`src/rtl/imem_loader_pkg.sv`:
```
// imem_loader_pkg: state encoding and instruction memory geometry shared with the fetch stage
package imem_loader_pkg;
   localparam int IMEM_DEPTH  = 512;
   localparam int IMEM_ADDR_W = 9;
   localparam int INSTR_W     = 32;
   typedef enum logic [1:0] {ST_HALT, ST_LOAD, ST_FLUSH, ST_RUN} state_e;
endpackage

```
`src/rtl/imem_wr_port_reg.sv`:
```
// imem_wr_port_reg: registered imem write port with auto-incrementing write pointer
module imem_wr_port_reg #(
   parameter int ADDR_W = 9,
   parameter int DATA_W = 32
) (
   input  logic              clk,
   input  logic              rst,
   input  logic              load_i,
   input  logic [ADDR_W-1:0] base_i,
   input  logic              accept_i,
   input  logic [DATA_W-1:0] data_i,
   output logic              we_o,
   output logic [ADDR_W-1:0] addr_o,
   output logic [DATA_W-1:0] data_o,
   output logic              wrap_o
);
   logic              we_q;
   logic [ADDR_W-1:0] addr_q, ptr_q, ptr_d;
   logic [DATA_W-1:0] data_q;
   // pointer reloads on a new command, otherwise steps once per accepted word
   always_comb begin
      ptr_d = load_i ? base_i : accept_i ? ptr_q + (ADDR_W)'(1) : ptr_q;
   end
   // write strobe, address and data registered one cycle after the accept; addr/data hold when idle
   always_ff @(posedge clk or posedge rst) begin
      if (rst) begin
         we_q   <= 1'b0;
         addr_q <= '0;
         data_q <= '0;
         ptr_q  <= '0;
      end else begin
         we_q  <= accept_i;
         ptr_q <= ptr_d;
         if (accept_i) begin
            addr_q <= ptr_q;
            data_q <= data_i;
         end
      end
   end
   assign wrap_o = accept_i && (ptr_q == '1);
   assign we_o   = we_q;
   assign addr_o = addr_q;
   assign data_o = data_q;
endmodule

```
`src/rtl/imem_loader.sv`:
```
// imem_loader: host program loader that writes imem and holds the core in reset while loading
module imem_loader
   import imem_loader_pkg::*;
#(
   parameter int ADDR_W   = IMEM_ADDR_W,
   parameter int DATA_W   = INSTR_W,
   parameter bit AUTO_RUN = 1'b1
) (
   input  logic              clk,
   input  logic              rst,
   input  logic              cmd_start,
   input  logic [ADDR_W-1:0] cmd_base,
   input  logic [ADDR_W:0]   cmd_len,
   input  logic              cmd_run,
   input  logic              cmd_abort,
   input  logic              host_valid,
   input  logic [DATA_W-1:0] host_data,
   output logic              host_ready,
   output logic              write_to_imem,
   output logic [ADDR_W-1:0] addr_imem_host,
   output logic [DATA_W-1:0] imem_data,
   output logic              core_rst,
   output logic              busy,
   output logic              load_done,
   output logic              load_err,
   output logic              wrap_seen,
   output logic [ADDR_W:0]   word_count,
   output logic [DATA_W-1:0] checksum
);
   localparam logic [ADDR_W:0] MAX_LEN = (ADDR_W+1)'(1) << ADDR_W;
   localparam logic [ADDR_W:0] ONE     = (ADDR_W+1)'(1);
   state_e            state_q, state_d;
   logic              err_q, err_d, wrap_q, wrap_d, done_q, done_d;
   logic              ready_q, busy_q, core_rst_q;
   logic [ADDR_W:0]   cnt_q, cnt_d, rem_q, rem_d;
   logic [DATA_W-1:0] sum_q, sum_d;
   logic              accept, start_ok, len_ok, wrap_hit;
   assign accept   = ready_q && host_valid;
   assign start_ok = cmd_start && (state_q == ST_HALT || state_q == ST_RUN);
   assign len_ok   = (cmd_len != '0) && (cmd_len <= MAX_LEN);
   imem_wr_port_reg #(.ADDR_W(ADDR_W), .DATA_W(DATA_W)) u_wr (
      .clk      (clk),
      .rst      (rst),
      .load_i   (start_ok),
      .base_i   (cmd_base),
      .accept_i (accept),
      .data_i   (host_data),
      .we_o     (write_to_imem),
      .addr_o   (addr_imem_host),
      .data_o   (imem_data),
      .wrap_o   (wrap_hit)
   );
   // next state and load bookkeeping; abort outranks completion of the final word
   always_comb begin
      state_d = state_q;
      err_d   = err_q;
      wrap_d  = wrap_q;
      cnt_d   = cnt_q;
      sum_d   = sum_q;
      rem_d   = rem_q;
      done_d  = 1'b0;
      case (state_q)
         ST_HALT, ST_RUN: begin
            if (cmd_start) begin
               cnt_d   = '0;
               sum_d   = '0;
               wrap_d  = 1'b0;
               err_d   = !len_ok;
               rem_d   = cmd_len;
               state_d = len_ok ? ST_LOAD : ST_HALT;
            end else if (state_q == ST_HALT && cmd_run) begin
               state_d = ST_RUN;
            end
         end
         ST_LOAD: begin
            if (accept) begin
               cnt_d  = cnt_q + ONE;
               sum_d  = sum_q + host_data;
               rem_d  = rem_q - ONE;
               wrap_d = wrap_q || wrap_hit;
               if (rem_q == ONE) begin
                  state_d = ST_FLUSH;
                  done_d  = 1'b1;
               end
            end
            if (cmd_abort) begin
               state_d = ST_HALT;
               err_d   = 1'b1;
               done_d  = 1'b0;
            end
         end
         ST_FLUSH: state_d = AUTO_RUN ? ST_RUN : ST_HALT;
         default:  state_d = ST_HALT;
      endcase
   end
   // state and status registers; ready/busy/core_rst are registered copies of the next state
   always_ff @(posedge clk or posedge rst) begin
      if (rst) begin
         state_q    <= ST_HALT;
         err_q      <= 1'b0;
         wrap_q     <= 1'b0;
         done_q     <= 1'b0;
         cnt_q      <= '0;
         sum_q      <= '0;
         rem_q      <= '0;
         ready_q    <= 1'b0;
         busy_q     <= 1'b0;
         core_rst_q <= 1'b1;
      end else begin
         state_q    <= state_d;
         err_q      <= err_d;
         wrap_q     <= wrap_d;
         done_q     <= done_d;
         cnt_q      <= cnt_d;
         sum_q      <= sum_d;
         rem_q      <= rem_d;
         ready_q    <= state_d == ST_LOAD;
         busy_q     <= state_d == ST_LOAD || state_d == ST_FLUSH;
         core_rst_q <= state_d != ST_RUN;
      end
   end
   assign host_ready = ready_q;
   assign busy       = busy_q;
   assign core_rst   = core_rst_q;
   assign load_done  = done_q;
   assign load_err   = err_q;
   assign wrap_seen  = wrap_q;
   assign word_count = cnt_q;
   assign checksum   = sum_q;
endmodule

```
`config.mk`:
```
export PLATFORM = sky130hd
export DESIGN_NAME = imem_loader
export DESIGN_NICKNAME = d
export VERILOG_FILES = /design/src/rtl/imem_loader_pkg.sv /design/src/rtl/imem_wr_port_reg.sv /design/src/rtl/imem_loader.sv
export SDC_FILE = /design/constraint.sdc
export NUM_CORES = 1
export LEC_CHECK = 0
export BUFFER_PORTS_ARGS = -buffer_cell sky130_fd_sc_hd__buf_2
export CORE_MARGIN = 3
export CORE_UTILIZATION = 49
export DETAILED_ROUTE_END_ITERATION = 8
export PLACE_DENSITY = 0.88
export SLEW_MARGIN = 20
export SYNTH_ARGS = -nofsm -noshare
export SYNTH_HDL_FRONTEND = slang
export SYNTH_HIERARCHICAL = 1
export SYNTH_SLANG_ARGS = --single-unit
```
`constraint.sdc`:
```
create_clock -name clk -period 2.5 [get_ports clk]
set_clock_uncertainty 0.05 [all_clocks]
set_input_delay 0.125 -clock clk [delete_from_list [all_inputs] [get_ports clk]]
set_output_delay 0.125 -clock clk [all_outputs]
set_load 0.01 [all_outputs]
```
; ---- Word level (Yosys, flattened, before mapping)
; Index checks and enable logic that the tools add are counted.
[totals]
ff_bits = 111
output_inout_bits = 90
[classes]
addsub = 4
mux = 28
magnitude_cmp = 1
n_reduce_logical = 16
eq_ne = 11
[op_table]
columns = cell, count
row1 = two-way mux 32 bit, 2
row2 = one-hot mux 32 bit (2 select lines), 1
row3 = two-way mux 10 bit, 4
row4 = one-hot mux 10 bit (2 select lines), 2
row5 = adder 32 bit, 1
row6 = two-way mux 9 bit, 2
row7 = "adder 10 x 1 -> 10 bit, second input constant", 1
row8 = "equality test 10 x 1 -> 1 bit, second input constant", 1
row9 = "less-or-equal comparator 10 bit, second input constant", 1
row10 = two-way mux 2 bit, 5
row11 = nonzero test 10 bit, 1
row12 = "subtractor 10 x 1 -> 10 bit, second input constant", 1
row13 = "adder 9 x 1 -> 9 bit, second input constant", 1
row14 = "equality test 9 bit, second input constant", 1
row15 = two-way mux 1 bit, 9
row16 = "equality test 2 bit, second input constant", 3
row17 = "!= test 2 bit, second input constant", 3
row18 = one-hot mux 2 bit (3 select lines), 1
row19 = AND reduction 3 bit, 2
row20 = logical AND 1 bit, 5
row21 = "equality test 2 x 1 -> 1 bit, second input constant", 2
row22 = one-hot mux 1 bit (2 select lines), 2
row23 = nonzero test 2 bit, 2
row24 = logical OR 1 bit, 3
row25 = 4 further kinds, 4

; ---- Depth between registers and ports, before layout
[logic_depth]
word_depth = 7
depth_mapped = 12

; ---- Hierarchy
; Netlist, hierarchy kept.
[modules_own_cells]
columns = mod, n_inst, seq_area_each_um2, cells_each, area_each_um2
row1 = imem_loader, 1, 1502.7, 499, 4310.4
row2 = imem_wr_port_reg, 1, 1276.2, 145, 2073.2

; ---- Worst setup path before layout
; No wires, ideal clock.
[synth_timing]
path_type = register to register
from = reg sum_q[3], in the netlist checksum[3]
to = reg sum_q[29], in the netlist checksum[29]
required_time_ps = 2316
setup_ps = 134
slack_ps = -17
path_buffers = 0
arrival_time_ps = 2333
path_stages_with_launch = 11
synth_period_minus_slack_ps = 2517
cell_sequence = dfrtp_1 ha_1 a21o_1 a21oi_4 nand3_2 a21oi_2 o31ai_2 a311o_2 a31oi_1 xor2_1 o31ai_1
[synth_via]
elab_chain_cells = 3
[synth_rtl]
columns = element, line
row1 = from (decl), imem_loader.sv:36  ; logic [DATA_W-1:0] sum_q, sum_d;
row2 = from (signal assigned), imem_loader.sv:115  ; sum_q <= sum_d;
row3 = adder 32 bit, imem_loader.sv:78  ; sum_d = sum_q + host_data;
row4 = two-way mux 32 bit, imem_loader.sv:76  ; if (accept) begin
row5 = one-hot mux 32 bit (2 select lines), imem_loader.sv:62  ; case (state_q)
; Every way passes these cells. The select of a mux whose other input is x is not followed.
; A chain may end at the register's enable or synchronous reset.

; ---- Final worst setup path
[layout_timing]
from = reg sum_q[11], in the netlist checksum[11]
to = reg sum_q[26], in the netlist checksum[26]
; The elaborated chain is that of the path after synthesis.

==> impl_results.md <==
- GRT Util Overall: 0.249
- PortBufs: around 150
- CTS Buffer Depth: 2
- Fmax: ~390 MHz
- Die height: approximately 120 µm
- # setup viols final: 2
- GPL Wtd Cong: 0.908
- Grt ovf: 0
- R2R setup slack: -0.07 ns
- CTS root buf: clkbuf_16
- Worst slew margin: 0.460
- Family with the most delay on the worst path: compound AO/OA/AOI/OAI gates
- Cell count after synthesis: around 640
- Worst Hold Slack: slightly below 0.0007 ns
- Violated checks: negative setup slack
- Fill cells: approximately 900
- EDFF count, synth: 0
- Number of nets still failing antenna checks after routing: 0
- CP endpoint kind: flop
- Share of post-route cells with drive strength above 1: 0.375
- Largest stage delay on the critical path: 0.42 ns
- I/O pin cnt: between 100 and 150
- Buf/Inv on CP: 1
- CTS tree: yes
- Worst hold path class: primary input to flop
- DR vias: 6052
- YS warnings: 6
- Worst EP arrival: 2.76 ns
- Clock Sinks: 111
- DP Cell Count: 993
- Syn nets: 743
- Row cnt: 41
- Leakage: about 0.0042 µW
- Cell Area, Placed: 7630 µm²
- Flops & latches, synth: between 100 and 150
- H-tree depth: 3
- WL/cell: approximately 18 µm
- Vias in the first global route: between 6000 and 7000
- CP Max Fanout: 2
- CTS Buf Count: 9
- Maximum VDD drop: around 700 µV
- Slew Limit Fails: 0
- Starting density of the core: 0.504
- Crit Path Class: flop to flop
- Post-detail-place hpwl: approximately 12000 µm
- Layout net count: slightly below 1000
- Chip Width: approximately 120 µm
- Fin util: 0.692
- Core area: 12700 µm²
- Later-pin clock latency in the skew report: between 0.3 and 0.4 ns
- Pwr per Cell Area: 1100 nW/µm²
- Final Hold Vio Count: 0
- Worst path required time: between 2 and 3 ns
- Maxcap violations: 0
- Post-synthesis cell area: approximately 6400 µm²
- Final WS setup: -0.0701 ns
- RSZ-0062 raised after global routing: yes
- Crit-path slowest cell: dfrtp_1
- Mean cell area of the mapped netlist: just under 10 µm²
- Synth cell types: 69
- Sequential share of the synthesized area: 0.435
- Worst-path clk slew: roughly 0.080 ns
- Fin crit period: 2.57 ns
- Measured slew at the worst slew-check pin: between 0.8 and 0.9 ns
- Prevailing post-synth register cell: dfrtp_1
- First DRT Iteration DRCs: 445
- N_diodes: 0
- Period utilization: 1.03
- Total area of sequential cells: around 2800 µm²
- First-pass GRT wire length: between 20000 and 30000 µm
- FFs w/ async S/R, synth: 1.00
- Startpoint type of the worst setup path: flop
- Area grow syn2layout: 37.4%
- Vias per cell: between 5 and 6
- Pre-antenna DRT Iters: 7
- Full die area: ~14000 µm²
- Post-Layout Cell Count: between 1000 and 1500
- Final wirelength: between 15000 and 20000 µm
- Cell area after layout: 8770 µm²
- Initial antenna violation count: 0
- Crit-path cells: ha_4, a21oi_4, o21ai_2, a221o_1, o311a_1, nor2_4, buf_6, a21boi_4, a31oi_2, xor2_1, o21ai_1
- DR DRC count: 0
- Outcome: finished with violations
- Multi-input logic area: roughly 3700 µm²
- Largest net degree at the start of global routing: slightly above 60
[report_power, final]
group	internal [µW]	leakage (µW)	switching, µW
clock network	810	0.000149	701
logic	2310	0.00263	2780
registers	2510	0.00140	510
total	5640	0.00418	4000
[cell type report]
| type | count | area share |
|---|---|---|
| flip-flops and latches | 111 | 0.317 |
| multi-input cells | 491 | 0.427 |
| well taps | 172 | 0.0245 |
| repair buffers | 253 | 0.189 |
| inverters | 17 | 0.00728 |
| clock inverters | 6 | 0.00785 |
| clock buffers | 10 | 0.0273 |
[flip-flops by register name, indices dropped and copies added, names as in the netlist]
signal / flops
busy: 1
checksum: 32
core_rst: 1
host_ready: 1
load_done: 1
load_err: 1
rem_q: 10
state_q: 2
u_wr/addr_o: 9
u_wr/data_o: 32
u_wr/ptr_q: 9
u_wr/we_o: 1
word_count: 10
wrap_seen: 1
[cells in the mapped netlist (all sizes together) (4+ instances only)]
cell type	count	share of area
o21ai	59	0.047
a31oi	6	0.0059
a211oi	5	0.0059
o31ai	6	0.0078
and3	5	0.0053
inv	17	0.010
mux2	42	0.074
nor2	36	0.022
or3	4	0.0039
a21o	10	0.012
xor2	22	0.030
o21bai	5	0.0059
xnor2	14	0.019
nand3	23	0.019
nand2b	4	0.0039
a221o	4	0.0063
ha	41	0.080
nand2	84	0.049
nor2b	9	0.0088
o21a	7	0.0082
clkbuf	14	0.013
dfrtp	110	0.43
buf	10	0.012
nand4	13	0.014
a21oi	42	0.036
and2	4	0.0039
nor3	6	0.0047
[cell families after synthesis]
kind of cell	Yosys count	synth area share
buffers and inverters	42	0.0372
XOR/XNOR	36	0.0494
flip-flops	111	0.435
multiplexers	45	0.0788
AO/OA/AOI/OAI	164	0.162
adder cells (fa/ha/maj)	42	0.0835
AND/OR/NAND/NOR	204	0.154
[layout by cell type, fill, tap and decap left out, types with 3 or more instances in the layout]
cell / n
nand4_1: 12
a211oi_2: 3
a21oi_2: 7
buf_2: 146
ha_4: 12
xnor2_1: 14
a21oi_4: 5
and3_1: 3
o21bai_1: 5
nor3_1: 5
a31oi_2: 4
nand2_1: 80
a21oi_1: 30
a21o_1: 10
nand2_2: 4
o21a_1: 7
or3_1: 4
ha_2: 3
or4_1: 3
mux2_2: 34
o31ai_1: 5
ha_1: 26
a221o_1: 4
nand3_1: 22
and2_1: 3
dfrtp_1: 110
nor2b_1: 7
mux2_1: 8
dlygate4sd3_1: 39
nand2b_1: 4
o21ai_0: 45
nor2_1: 34
inv_1: 14
buf_4: 65
o21ai_1: 11
xor2_1: 22
inv_2: 3
clkbuf_16: 9
[worst reg2reg max path, stage by stage, from the launching register on]
cell,delay (ns)
dfrtp_1,0.42
ha_4,0.24
a21oi_4,0.20
o21ai_2,0.10
a221o_1,0.33
o311a_1,0.34
nor2_4,0.11
buf_6,0.12
a21boi_4,0.06
a31oi_2,0.17
xor2_1,0.22
o21ai_1,0.09
[stage by stage]
step,TNS (ns),worst slack (ns),total power (µW)
final,-0.0993,-0.0701,9630
after floorplan,0,0.00997,5960
after detailed placement,-0.182,-0.0791,7620
after global placement,-0.0125,-0.0125,7430
after global routing,-0.971,-0.154,10300
after CTS,-0.0626,-0.0281,9290
[path summary, 6_finish.rpt]
| path | startpoint | to | cells after the start |
|---|---|---|---|
| max | checksum[11] | checksum[26] | 11 |
| min | host_data[1] | u_wr/data_o[1] | 2 |
| max reg2reg | checksum[11] | checksum[26] | 11 |
| min reg2reg | u_wr/data_o[12] | u_wr/data_o[12] | 1 |
| max in group asynchronous | rst | u_wr/data_o[31] | 4 |
| min in group asynchronous | rst | checksum[28] | 4 |
[what timing repair did]
action | in CTS | in global routing
hold endpoints to repair | 129 | 0
setup endpoints to repair | 7 | 16
gates resized for setup | 12 | 51
hold buffers | 39 | 0
pin swaps | 5 | 16
setup buffers | 6 | 6
[metal layers]
metal | wire length, µm | share of wire | GRT usage
met5 | 0 | 0 | 0
met4 | 752 | 0.040 | 0.117
met3 | 1190 | 0.063 | 0.0523
met2 | 9250 | 0.49 | 0.419
met1 | 7500 | 0.40 | 0.306
Power figures use the tool's default switching activity.
